$ cat src/rtl/async_fifo_rd_serializer_if.sv
`default_nettype none
// ============================================================================
// Module   : async_fifo_rd_serializer_if
// Brief    : FIFO read port plus narrow valid/ready beat stream of the serializer.
// Revision : 1.0
// ============================================================================
interface async_fifo_rd_serializer_if #(
   parameter int IN_WIDTH  = 64,
   parameter int OUT_WIDTH = 16
);
   logic                 fifo_rd_en_o;
   logic [IN_WIDTH-1:0]  fifo_rdata_i;
   logic                 fifo_rempty_i;
   logic                 m_valid_o;
   logic                 m_ready_i;
   logic [OUT_WIDTH-1:0] m_data_o;
   logic                 m_first_o;
   logic                 m_last_o;
   logic                 busy_o;

   modport master (
      output fifo_rd_en_o, m_valid_o, m_data_o, m_first_o, m_last_o, busy_o,
      input  fifo_rdata_i, fifo_rempty_i, m_ready_i
   );

   modport slave (
      input  fifo_rd_en_o, m_valid_o, m_data_o, m_first_o, m_last_o, busy_o,
      output fifo_rdata_i, fifo_rempty_i, m_ready_i
   );
endinterface
`default_nettype wire

$ cat src/rtl/async_fifo_rd_serializer.sv
`default_nettype none
// ============================================================================
// Module   : async_fifo_rd_serializer
// Brief    : Pops wide show-ahead FIFO words and emits RATIO narrow beats each;
//            perf counters exist only with `ASYNC_FIFO_RD_PERF_EN defined.
// Revision : 1.0
// ============================================================================
module async_fifo_rd_serializer #(
   parameter int IN_WIDTH       = 64,
   parameter int OUT_WIDTH      = 16,
   parameter bit MSB_FIRST      = 1'b0,
   parameter int PERF_CNT_WIDTH = 16
) (
   input  wire logic                  clk_i,
   input  wire logic                  reset_i,
   async_fifo_rd_serializer_if.master bus
`ifdef ASYNC_FIFO_RD_PERF_EN
   ,
   output logic [PERF_CNT_WIDTH-1:0]  perf_stall_cnt_o,
   output logic [PERF_CNT_WIDTH-1:0]  perf_word_cnt_o
`endif
);

   localparam int               RATIO     = IN_WIDTH / OUT_WIDTH;
   localparam int               CNT_W     = (RATIO > 1) ? $clog2(RATIO) : 1;
   localparam int               SLOTS     = 1 << CNT_W;
   localparam logic [CNT_W-1:0] LAST_BEAT = CNT_W'(RATIO - 1);

   typedef enum logic [0:0] {
      ST_IDLE = 1'b0,
      ST_SEND = 1'b1
   } state_t;

   state_t               state_q;
   logic [IN_WIDTH-1:0]  word_q;
   logic [CNT_W-1:0]     beat_q;
   logic                 valid_q;
   logic                 out_valid;
   logic                 is_last;
   logic                 accept;
   logic                 done;
   logic                 pop;
   logic [OUT_WIDTH-1:0] slice [SLOTS];

   generate
      if (OUT_WIDTH < 1 || OUT_WIDTH > IN_WIDTH || (IN_WIDTH % OUT_WIDTH) != 0 ||
          PERF_CNT_WIDTH < 1) begin : g_bad_cfg
         $error("async_fifo_rd_serializer: IN_WIDTH must be a multiple of OUT_WIDTH");
      end
   endgenerate

   // Slice table is padded to a power of two so beat_q indexes it exactly.
   genvar gi;
   generate
      for (gi = 0; gi < SLOTS; gi++) begin : g_slice
         if (gi < RATIO) begin : g_used
            if (MSB_FIRST) begin : g_msb
               assign slice[gi] = word_q[IN_WIDTH-1-gi*OUT_WIDTH -: OUT_WIDTH];
            end else begin : g_lsb
               assign slice[gi] = word_q[gi*OUT_WIDTH +: OUT_WIDTH];
            end
         end else begin : g_pad
            assign slice[gi] = '0;
         end
      end
   endgenerate

   assign valid_q   = (state_q == ST_SEND);
   assign out_valid = valid_q && !reset_i;
   assign is_last   = (beat_q == LAST_BEAT);
   assign accept    = out_valid && bus.m_ready_i;
   assign done      = accept && is_last;
   assign pop       = !reset_i && !bus.fifo_rempty_i && (!valid_q || done);

   assign bus.fifo_rd_en_o = pop;
   assign bus.m_valid_o    = out_valid;
   assign bus.busy_o       = out_valid;
   assign bus.m_data_o     = out_valid ? slice[beat_q] : '0;
   assign bus.m_first_o    = out_valid && (beat_q == '0);
   assign bus.m_last_o     = out_valid && is_last;

   always_ff @(posedge clk_i) begin
      if (reset_i) begin
         state_q <= ST_IDLE;
         word_q  <= '0;
         beat_q  <= '0;
      end else begin
         case (state_q)
            ST_IDLE: begin
               if (pop) begin
                  word_q  <= bus.fifo_rdata_i;
                  beat_q  <= '0;
                  state_q <= ST_SEND;
               end
            end
            ST_SEND: begin
               if (done) begin
                  beat_q <= '0;
                  if (pop) begin
                     word_q <= bus.fifo_rdata_i;
                  end else begin
                     state_q <= ST_IDLE;
                  end
               end else if (accept) begin
                  beat_q <= beat_q + 1'b1;
               end
            end
            default: state_q <= ST_IDLE;
         endcase
      end
   end

`ifdef ASYNC_FIFO_RD_PERF_EN
   logic [PERF_CNT_WIDTH-1:0] stall_cnt_q;
   logic [PERF_CNT_WIDTH-1:0] word_cnt_q;

   // Stall count saturates; word count wraps.
   always_ff @(posedge clk_i) begin
      if (reset_i) begin
         stall_cnt_q <= '0;
         word_cnt_q  <= '0;
      end else begin
         if (out_valid && !bus.m_ready_i && (stall_cnt_q != '1)) begin
            stall_cnt_q <= stall_cnt_q + 1'b1;
         end
         if (pop) begin
            word_cnt_q <= word_cnt_q + 1'b1;
         end
      end
   end

   assign perf_stall_cnt_o = stall_cnt_q;
   assign perf_word_cnt_o  = word_cnt_q;
`endif

endmodule
`default_nettype wire
$ cat src/flat_wrapper.sv
// flat-port wrapper written by rule: the top's interface ports become plain ports
module async_fifo_rd_serializer_flat 
#(
   parameter int IN_WIDTH       = 64,
   parameter int OUT_WIDTH      = 16,
   parameter bit MSB_FIRST      = 1'b0,
   parameter int PERF_CNT_WIDTH = 16
)
  (clk_i, reset_i, bus_fifo_rd_en_o, bus_m_valid_o, bus_m_data_o, bus_m_first_o, bus_m_last_o, bus_busy_o, bus_fifo_rdata_i, bus_fifo_rempty_i, bus_m_ready_i);
  async_fifo_rd_serializer_if #(.IN_WIDTH(IN_WIDTH), .OUT_WIDTH(OUT_WIDTH)) bus_i ();
  input  wire logic clk_i;
  input  wire logic reset_i;
  output wire logic [$bits(bus_i.fifo_rd_en_o)-1:0] bus_fifo_rd_en_o;
  output wire logic [$bits(bus_i.m_valid_o)-1:0] bus_m_valid_o;
  output wire logic [$bits(bus_i.m_data_o)-1:0] bus_m_data_o;
  output wire logic [$bits(bus_i.m_first_o)-1:0] bus_m_first_o;
  output wire logic [$bits(bus_i.m_last_o)-1:0] bus_m_last_o;
  output wire logic [$bits(bus_i.busy_o)-1:0] bus_busy_o;
  input wire logic [$bits(bus_i.fifo_rdata_i)-1:0] bus_fifo_rdata_i;
  input wire logic [$bits(bus_i.fifo_rempty_i)-1:0] bus_fifo_rempty_i;
  input wire logic [$bits(bus_i.m_ready_i)-1:0] bus_m_ready_i;
  assign bus_fifo_rd_en_o = bus_i.fifo_rd_en_o;
  assign bus_m_valid_o = bus_i.m_valid_o;
  assign bus_m_data_o = bus_i.m_data_o;
  assign bus_m_first_o = bus_i.m_first_o;
  assign bus_m_last_o = bus_i.m_last_o;
  assign bus_busy_o = bus_i.busy_o;
  assign bus_i.fifo_rdata_i = bus_fifo_rdata_i;
  assign bus_i.fifo_rempty_i = bus_fifo_rempty_i;
  assign bus_i.m_ready_i = bus_m_ready_i;
  async_fifo_rd_serializer #(.IN_WIDTH(IN_WIDTH), .OUT_WIDTH(OUT_WIDTH), .MSB_FIRST(MSB_FIRST), .PERF_CNT_WIDTH(PERF_CNT_WIDTH)) u_core (.clk_i(clk_i), .reset_i(reset_i), .bus(bus_i));
endmodule
$ cat config.mk
export PLATFORM = sky130hd
export DESIGN_NAME = async_fifo_rd_serializer_flat
export DESIGN_NICKNAME = d
export VERILOG_FILES = /design/src/rtl/async_fifo_rd_serializer_if.sv /design/src/rtl/async_fifo_rd_serializer.sv /design/src/flat_wrapper.sv
export SDC_FILE = /design/constraint.sdc
export NUM_CORES = 1
export LEC_CHECK = 0
export CELL_PAD_IN_SITES_DETAIL_PLACEMENT = 1
export CELL_PAD_IN_SITES_GLOBAL_PLACEMENT = 2
export CORE_MARGIN = 1
export CORE_UTILIZATION = 34
export CTS_CLUSTER_SIZE = 14
export DETAILED_ROUTE_END_ITERATION = 7
export GPL_TIMING_DRIVEN = 0
export MAX_ROUTING_LAYER = met4
export PLACE_DENSITY = 0.93
export SYNTH_ARGS = -nofsm -noshare
export SYNTH_HDL_FRONTEND = slang
export SYNTH_SLANG_ARGS = --single-unit
$ cat constraint.sdc
create_clock -name clk_i -period 3.21 [get_ports clk_i]
set_input_delay 0.642 -clock clk_i [delete_from_list [all_inputs] [get_ports clk_i]]
set_output_delay 0.642 -clock clk_i [all_outputs]
set_load 0.005 [all_outputs]
## After elaboration in Yosys (flattened, before gate mapping)

Index checks and enable logic that the tools add are counted.

| operators by class | value |
|---|---|
| add/subtract/negate cells | 1 |
| order comparisons | 1 |
| equal/unequal tests | 4 |
| mux-type cells | 14 |
| bitwise gates (word level) | 2 |
| reductions and logical operators | 13 |

Operator list:

| kind | count |
|---|---|
| two-way mux 64 bit | 2 |
| one-hot mux 64 bit (2 select lines) | 1 |
| two-way mux 16 bit | 3 |
| binary-select mux 16 bit (select 2 bit) | 1 |
| logical AND 1 bit | 7 |
| two-way mux 2 bit | 3 |
| != test 2 bit, second input constant | 2 |
| one-hot mux 2 bit (2 select lines) | 1 |
| >= comparator 3 bit, second input constant | 1 |
| zero test 1 bit | 3 |
| != test 3 bit, second input constant | 1 |
| inverter 2 -> 3 bit | 1 |
| adder 2 x 1 -> 2 bit, second input constant | 1 |
| == test 2 bit, second input constant | 1 |
| zero test 2 bit | 1 |
| two-way mux 1 bit | 2 |
| one-hot mux 1 bit (2 select lines) | 1 |
| AND reduction 2 bit | 1 |
| logical OR 1 bit | 1 |
| inverter 1 bit | 1 |

| word-level totals | value |
|---|---|
| flip-flop bits (word level) | 67 |
| bits of input ports | 68 |
| output and inout port bits | 21 |

## Depth between registers and ports, before layout

Gate-level depths: netlist (run 1).

| logic depth | value |
|---|---|
| word-level depth | 9 |
| mapped depth | 6 |

## Worst setup path after synthesis (run 1)

No wires, ideal clock.

| timing path | value |
|---|---|
| kind | flip-flop to output port |
| from | register u_core.beat_q[0] |
| to | output bus_m_data_o[10] |
| data arrival time | 1.467 ns |
| required time | 2.568 ns |
| path slack | 1.101 ns |
| stages on the path, launching flop included | 5 |
| cell sequence | dfxtp_1 > buf_4 > buf_2 > mux4_2 > and2_1 |

| on the way | value |
|---|---|
| longest elaborated chain between the ends | 5 |

RTL lines:

| what | line | RTL |
|---|---|---|
| from (decl) | async_fifo_rd_serializer.sv:36 | `logic [CNT_W-1:0] beat_q;` |
| from (signal assigned) | async_fifo_rd_serializer.sv:105 | `beat_q <= beat_q + 1'b1;` |
| inverter 2 -> 3 bit (not written as such) | async_fifo_rd_serializer.sv:78 | `assign bus.m_data_o = out_valid ? slice[beat_q] : '0;` |
| binary-select mux 16 bit (select 2 bit) | async_fifo_rd_serializer.sv:78 |  |
| two-way mux 16 bit (not written as such) (2 in series) | async_fifo_rd_serializer.sv:78 |  |
| two-way mux 16 bit | async_fifo_rd_serializer.sv:78 |  |
| to (decl) | flat_wrapper.sv:15 | `output wire logic [$bits(bus_i.m_data_o)-1:0] bus_m_data_o;` |

Every way passes these cells. The select of a mux whose other input is x is not followed.

## Worst setup path in the final report (run 1)

| timing path | value |
|---|---|
| from | input bus_fifo_rempty_i |
| to | output bus_fifo_rd_en_o |

| on the way | value |
|---|---|
| longest elaborated chain between the ends | 3 |

RTL lines:

| what | line | RTL |
|---|---|---|
| from (decl) | flat_wrapper.sv:20 | `input wire logic [$bits(bus_i.fifo_rempty_i)-1:0] bus_fifo_rempty_i;` |
| zero test 1 bit | async_fifo_rd_serializer.sv:73 | `assign pop = !reset_i && !bus.fifo_rempty_i && (!valid_q \|\| done);` |
| logical AND 1 bit (2 in series) | async_fifo_rd_serializer.sv:73 |  |
| to (decl) | flat_wrapper.sv:13 | `output wire logic [$bits(bus_i.fifo_rd_en_o)-1:0] bus_fifo_rd_en_o;` |

Every way passes these cells.

==> results of run 1 <==
==> power breakdown <==
group / internal (mW) / switching [mW]
Clock: 0.539 / 0.352
Sequential: 0.890 / 0.0290
Combinational: 0.226 / 0.110
Total: 1.66 / 0.491
==> metrics by stage <==
step	util	area [sq um]
after CTS	0.4844	4691
after global placement	0.4568	4424
after floorplan	-	3377
after global routing	0.4841	4688
final	0.4841	4688
after detailed placement	0.4568	4424
==> final timing paths <==
kind              slack, ps  cells past startpoint                to         startpoint
hold / removal          580                      2  u_core.beat_q[0]     u_core.state_q
hold reg to reg         580                      2  u_core.beat_q[0]     u_core.state_q
setup reg to reg       1400                      6  u_core.word_q[4]   u_core.beat_q[0]
setup / recovery        180                      6  bus_fifo_rd_en_o  bus_fifo_rempty_i
==> synthesized netlist by cell type (all sizes together) <==
master  instances
dfxtp          67
mux2           64
nor2b          58
and2           18
mux4           16
buf            12
and2b          10
clkbuf          8
inv             4
a21oi           2
ha              2
o21ai           2
a21boi          1
nand3           1
nand4           1
nor2            1
or3             1
==> logic make-up after synthesis <==
| family | count (synthesis) | share of synthesized area |
|---|---|---|
| muxes | 80 | 0.3746 |
| AOI/OAI and AO/OA | 5 | 0.008152 |
| buffers and inverters | 24 | 0.04334 |
| and+or+nand+nor | 90 | 0.1693 |
| adders and majority gates | 2 | 0.007409 |
| DFF | 67 | 0.3972 |
==> final cells by class <==
| cell class | instances | area, sq um |
|---|---|---|
| inverter | 4 | 15.01 |
| sequential | 67 | 1341 |
| multi-input combinational | 177 | 1897 |
| clock buffer | 10 | 137.6 |
| clock inverter | 6 | 112.6 |
| timing repair buffer | 89 | 889.6 |
| buffer | 19 | 128.9 |
| tap | 133 | 166.4 |
| fill | 1048 | 4996 |
==> flip-flops by register name, indices dropped and copies added, names as in the netlist <==
signal / count
u_core.state_q: 1
u_core.word_q: 64
u_core.beat_q: 2
==> tightest hold or removal path: stages, from the launching register on <==
cell and delay [ps]:
dfxtp_1 360, nand4_1 110, a21oi_1 70
==> what timing repair did <==
item                                    CTS  global route
setup buffers                             1             0
resized for setup                         5             1
cloned                                    0             0
endpoints found under the setup margin   21             7
==> layer usage <==
layer	up-vias	routed length [um]	track usage
li1	1114	-	-
met4	0	212	0.08696
met2	60	4738	0.3446
met5	-	0	-
met3	16	289	0.03658
met1	1162	4074	0.2270
==> impl_metrics.py, run 1 <==
metrics = {
    "run_status": {
        "status": "finished, final reports clean",
    },
    "route": {
        "vias_per_cell": 4.657,
        "finalWirelength_um": 9315,
        "dr.pass1.iters": 4,
        "drc": 0,
        "ant_nets": 0,
        "route.vias.total": 2352,
        "wl_per_cell_um": 18.45,
        "drt_iter0_markers": 42,
    },
    "sta": {
        "final.period_utilization": 0.9436,
        "tightest_slew_ps": 624.5,
        "finalHoldViolCount": 0,
        "fin_ws_ps": 181.2,
        "slew_viol_final": 0,
        "fin_setup_tns_ps": 0,
        "holdWs_ps": 578.5,
        "finalSetupViolCount": 0,
        "relSlewSlack": 0.5836,
        "layout_min_cycle_time_ps": 3029,
        "finClkSkew_ps": 7.617,
        "rsz0062_at_grt": "no",
        "fmax_ghz": 0.3302,
    },
    "die": {
        "io_pins": 89,
        "die_w_um": 101.7,
        "core_area_sq_um": 9684,
        "initial_core_util": 0.3487,
        "fp.dieArea_sq_um": 10330,
        "die_h_um": 101.7,
        "num_rows": 36,
    },
    "worst_setup_path": {
        "critPathMaxStageDelay_ps": 480,
        "crit_buf_inv": 5,
        "crit_required_ps": 2570,
        "setup.worst_path.start_class": "input port",
        "cp-end-kind": "output pin",
        "path_max_fanout": 10,
        "cp_slowest_cell": "clkdlybuf4s50_1",
        "cp_top_family": "buffers and inverters",
        "cp.arrival_ps": 2390,
        "cp_cell_sequence": "clkdlybuf4s50_1 > or3_1 > buf_6 > buf_6 > inv_1 > clkdlybuf4s50_1",
        "critPathKind": "input port to output pin",
    },
    "synth": {
        "ys_top_cells_by_area": "dfxtp_1, mux2_4, nor2b_1",
        "ys_warn_count": 0,
        "post-synth-top-area-fraction": 0.3972,
        "ys_seq_area_frac": 0.3972,
        "synth_area_per_cell_sq_um": 12.60,
        "synth_seq_cells": 67,
        "ys_types": 21,
        "syn-cell-area_sq_um": 3377,
        "syn_nets": 338,
        "yosysTopAreaCell": "dfxtp_1",
        "syn_inst": 268,
    },
    "grt": {
        "grt_overflow": 0,
        "grt_antenna_before_repair": 0,
        "grt_usage": 0.2005,
        "grt_pass1_wl_um": 14560,
        "grt_max_degree": 13,
        "grt_pass1_vias": 2744,
    },
    "layout": {
        "nets": 437,
        "layout.cells.non_filler": 505,
        "drive_gt1_frac": 0.2957,
        "num_antenna_cells": 0,
        "final_cell_mix": "clkdlybuf4s50_1, dfxtp_1, nor2b_1",
        "syn2layout_area_growth_pct": 38.83,
        "final_common_cell": "clkdlybuf4s50_1",
    },
    "clock_tree": {
        "cts_made_buffers": 9,
        "clock_path_buffers": 2,
        "root_buffer": "clkbuf_8",
        "cts_tree": "yes",
        "htree_levels": 3,
        "hold_buffers": 0,
        "clock_latency_ps": 350,
        "path_clk_slew_ps": 80,
        "clock_sinks": 67,
    },
    "job": {
        "cap_violations": 0,
    },
    "power_and_ir_drop": {
        "fin_total_pwr_mw": 2.146,
        "ir_drop_uv": 241.2,
        "p_leak_nw": 2.008,
        "powerDensity_nw_per_um2": 457.7,
    },
    "place": {
        "place.gp.congestion": 0.7640,
        "portBuffers": 88,
        "place_hpwl_um": 6453,
        "place_ws_ps": -556.2,
        "post-place-cells": 489,
    },
    "worst_hold_path": {
        "holdCritPathClass": "register to register",
    },
}
No activity file was read; power rests on OpenSTA's default activity.
==> run 2, diff against run 1 <==
Settings changed: SKIP_CTS_REPAIR_TIMING set to 1.
==> run 2 against run 1 <==
Against the previous run: combinational power about the same; non-clock buffer count did not move; critical path depth did not move; via count unchanged; first-iteration DRC count grew 26%.
==> impl_metrics.py, run 2 (synthesis results as in run 1) <==
metrics = {
    "clock_tree": {
        "clock_sinks": 67,
        "cts_made_buffers": 9,
        "cts_tree": "yes",
        "path_clk_slew_ps": 80,
        "htree_levels": 3,
        "clock_path_buffers": 2,
        "clock_latency_ps": 350,
        "root_buffer": "clkbuf_8",
    },
    "sta": {
        "finalSetupViolCount": 0,
        "holdWs_ps": 575.0,
        "rsz0062_at_grt": "no",
        "fin_setup_tns_ps": 0,
        "fmax_ghz": 0.3296,
        "tightest_slew_ps": 601.7,
        "layout_min_cycle_time_ps": 3034,
        "finClkSkew_ps": 10.29,
        "fin_ws_ps": 176.1,
        "finalHoldViolCount": 0,
        "relSlewSlack": 0.5989,
        "final.period_utilization": 0.9451,
        "slew_viol_final": 0,
    },
    "layout": {
        "largestRegisters": "u_core.word_q (64), u_core.beat_q (2), u_core.state_q (1)",
        "num_antenna_cells": 0,
        "drive_gt1_frac": 0.2957,
        "final_common_cell": "clkdlybuf4s50_1",
        "nets": 437,
        "final_area_sq_um": 4692,
        "largest_register_ff_count": 64,
        "fillerInstances": 1042,
        "top_register": "u_core.word_q",
        "utilization": 0.4845,
        "syn2layout_area_growth_pct": 38.94,
        "final_cell_mix": "clkdlybuf4s50_1, dfxtp_1, nor2b_1",
        "layout.cells.non_filler": 505,
    },
    "route": {
        "drc": 0,
        "top_layer_used": "met4",
        "finalWirelength_um": 9294,
        "dr_wl_met2_um": 4688,
        "wl_per_cell_um": 18.40,
        "route.vias.total": 2352,
        "wl_met3_um": 294,
        "wl_met1_um": 4095,
        "ant_nets": 0,
        "vias_per_cell": 4.657,
        "drt_iter0_markers": 53,
        "dr.pass1.iters": 4,
    },
    "place": {
        "post-place-cells": 489,
        "place_hpwl_um": 6453,
        "place.gp.congestion": 0.7640,
        "placed_area_sq_um": 4424,
        "portBuffers": 88,
        "place_ws_ps": -556.2,
    },
    "grt": {
        "grt_antenna_before_repair": 0,
        "grt_usage": 0.1997,
        "grt_overflow": 0,
        "grt_max_degree": 13,
        "grt_pass1_vias": 2741,
        "grt_pass1_wl_um": 14530,
    },
    "job": {
        "cap_violations": 0,
    },
    "die": {
        "io_pins": 89,
        "die_h_um": 101.7,
        "fp.dieArea_sq_um": 10330,
        "initial_core_util": 0.3487,
        "num_rows": 36,
        "core_area_sq_um": 9684,
        "die_w_um": 101.7,
    },
    "worst_setup_path": {
        "critPathKind": "input port to output pin",
        "crit_required_ps": 2570,
        "cp.arrival_ps": 2390,
        "setup.worst_path.start_class": "input port",
        "cp-end-kind": "output pin",
        "path_max_fanout": 10,
    },
    "power_and_ir_drop": {
        "p_leak_nw": 2.016,
        "powerDensity_nw_per_um2": 457.3,
        "ir_drop_uv": 242.2,
        "fin_total_pwr_mw": 2.146,
    },
    "worst_hold_path": {
        "holdCritPathClass": "register to register",
    },
    "run_status": {
        "status": "finished, final reports clean",
    },
}
==> run 2: changes by cell type in the layout (fill, tap and decap cells not counted), sizes merged <==
| cell | previous run | this run |
|---|---|---|
| dlygate4sd2 | 1 | 0 |
| dlymetal6s2s | 1 | 2 |
==> run 2: where the power goes <==
group,switching [mW],internal [mW]
sequential,0.0291,0.890
combinational,0.110,0.226
clock,0.352,0.539
total,0.490,1.66
==> run 2: worst paths after layout <==
kind | startpoint | endpoint | slack (ps) | cells past startpoint
max | bus_fifo_rempty_i | bus_fifo_rd_en_o | 180 | 6
min | u_core.state_q | u_core.beat_q[0] | 580 | 2
max reg2reg | u_core.beat_q[0] | u_core.word_q[4] | 1410 | 6
min reg2reg | u_core.state_q | u_core.beat_q[0] | 580 | 2
==> run 2: critical path, stage by stage <==
cell	delay, ps
clkdlybuf4s50_1	430
or3_1	430
buf_6	180
buf_6	170
inv_1	60
clkdlybuf4s50_1	480
==> run 2: layout make-up <==
class                           count  area, sq um  share of cell area
Clock buffer                       10        137.6             0.02933
Timing Repair Buffer               89        893.4              0.1904
Inverter                            4        15.01            0.003200
Clock inverter                      6        112.6             0.02400
Tap cell                          133        166.4             0.03547
Multi-Input combinational cell    177         1897              0.4043
Sequential cell                    67         1341              0.2859
Buffer                             19        128.9             0.02747
==> run 2: metal layers <==
metal / vias up / GRT usage
met4: 0 / 0.08473
met5: - / -
li1: 1113 / -
met2: 59 / 0.3425
met3: 16 / 0.03451
met1: 1164 / 0.2287
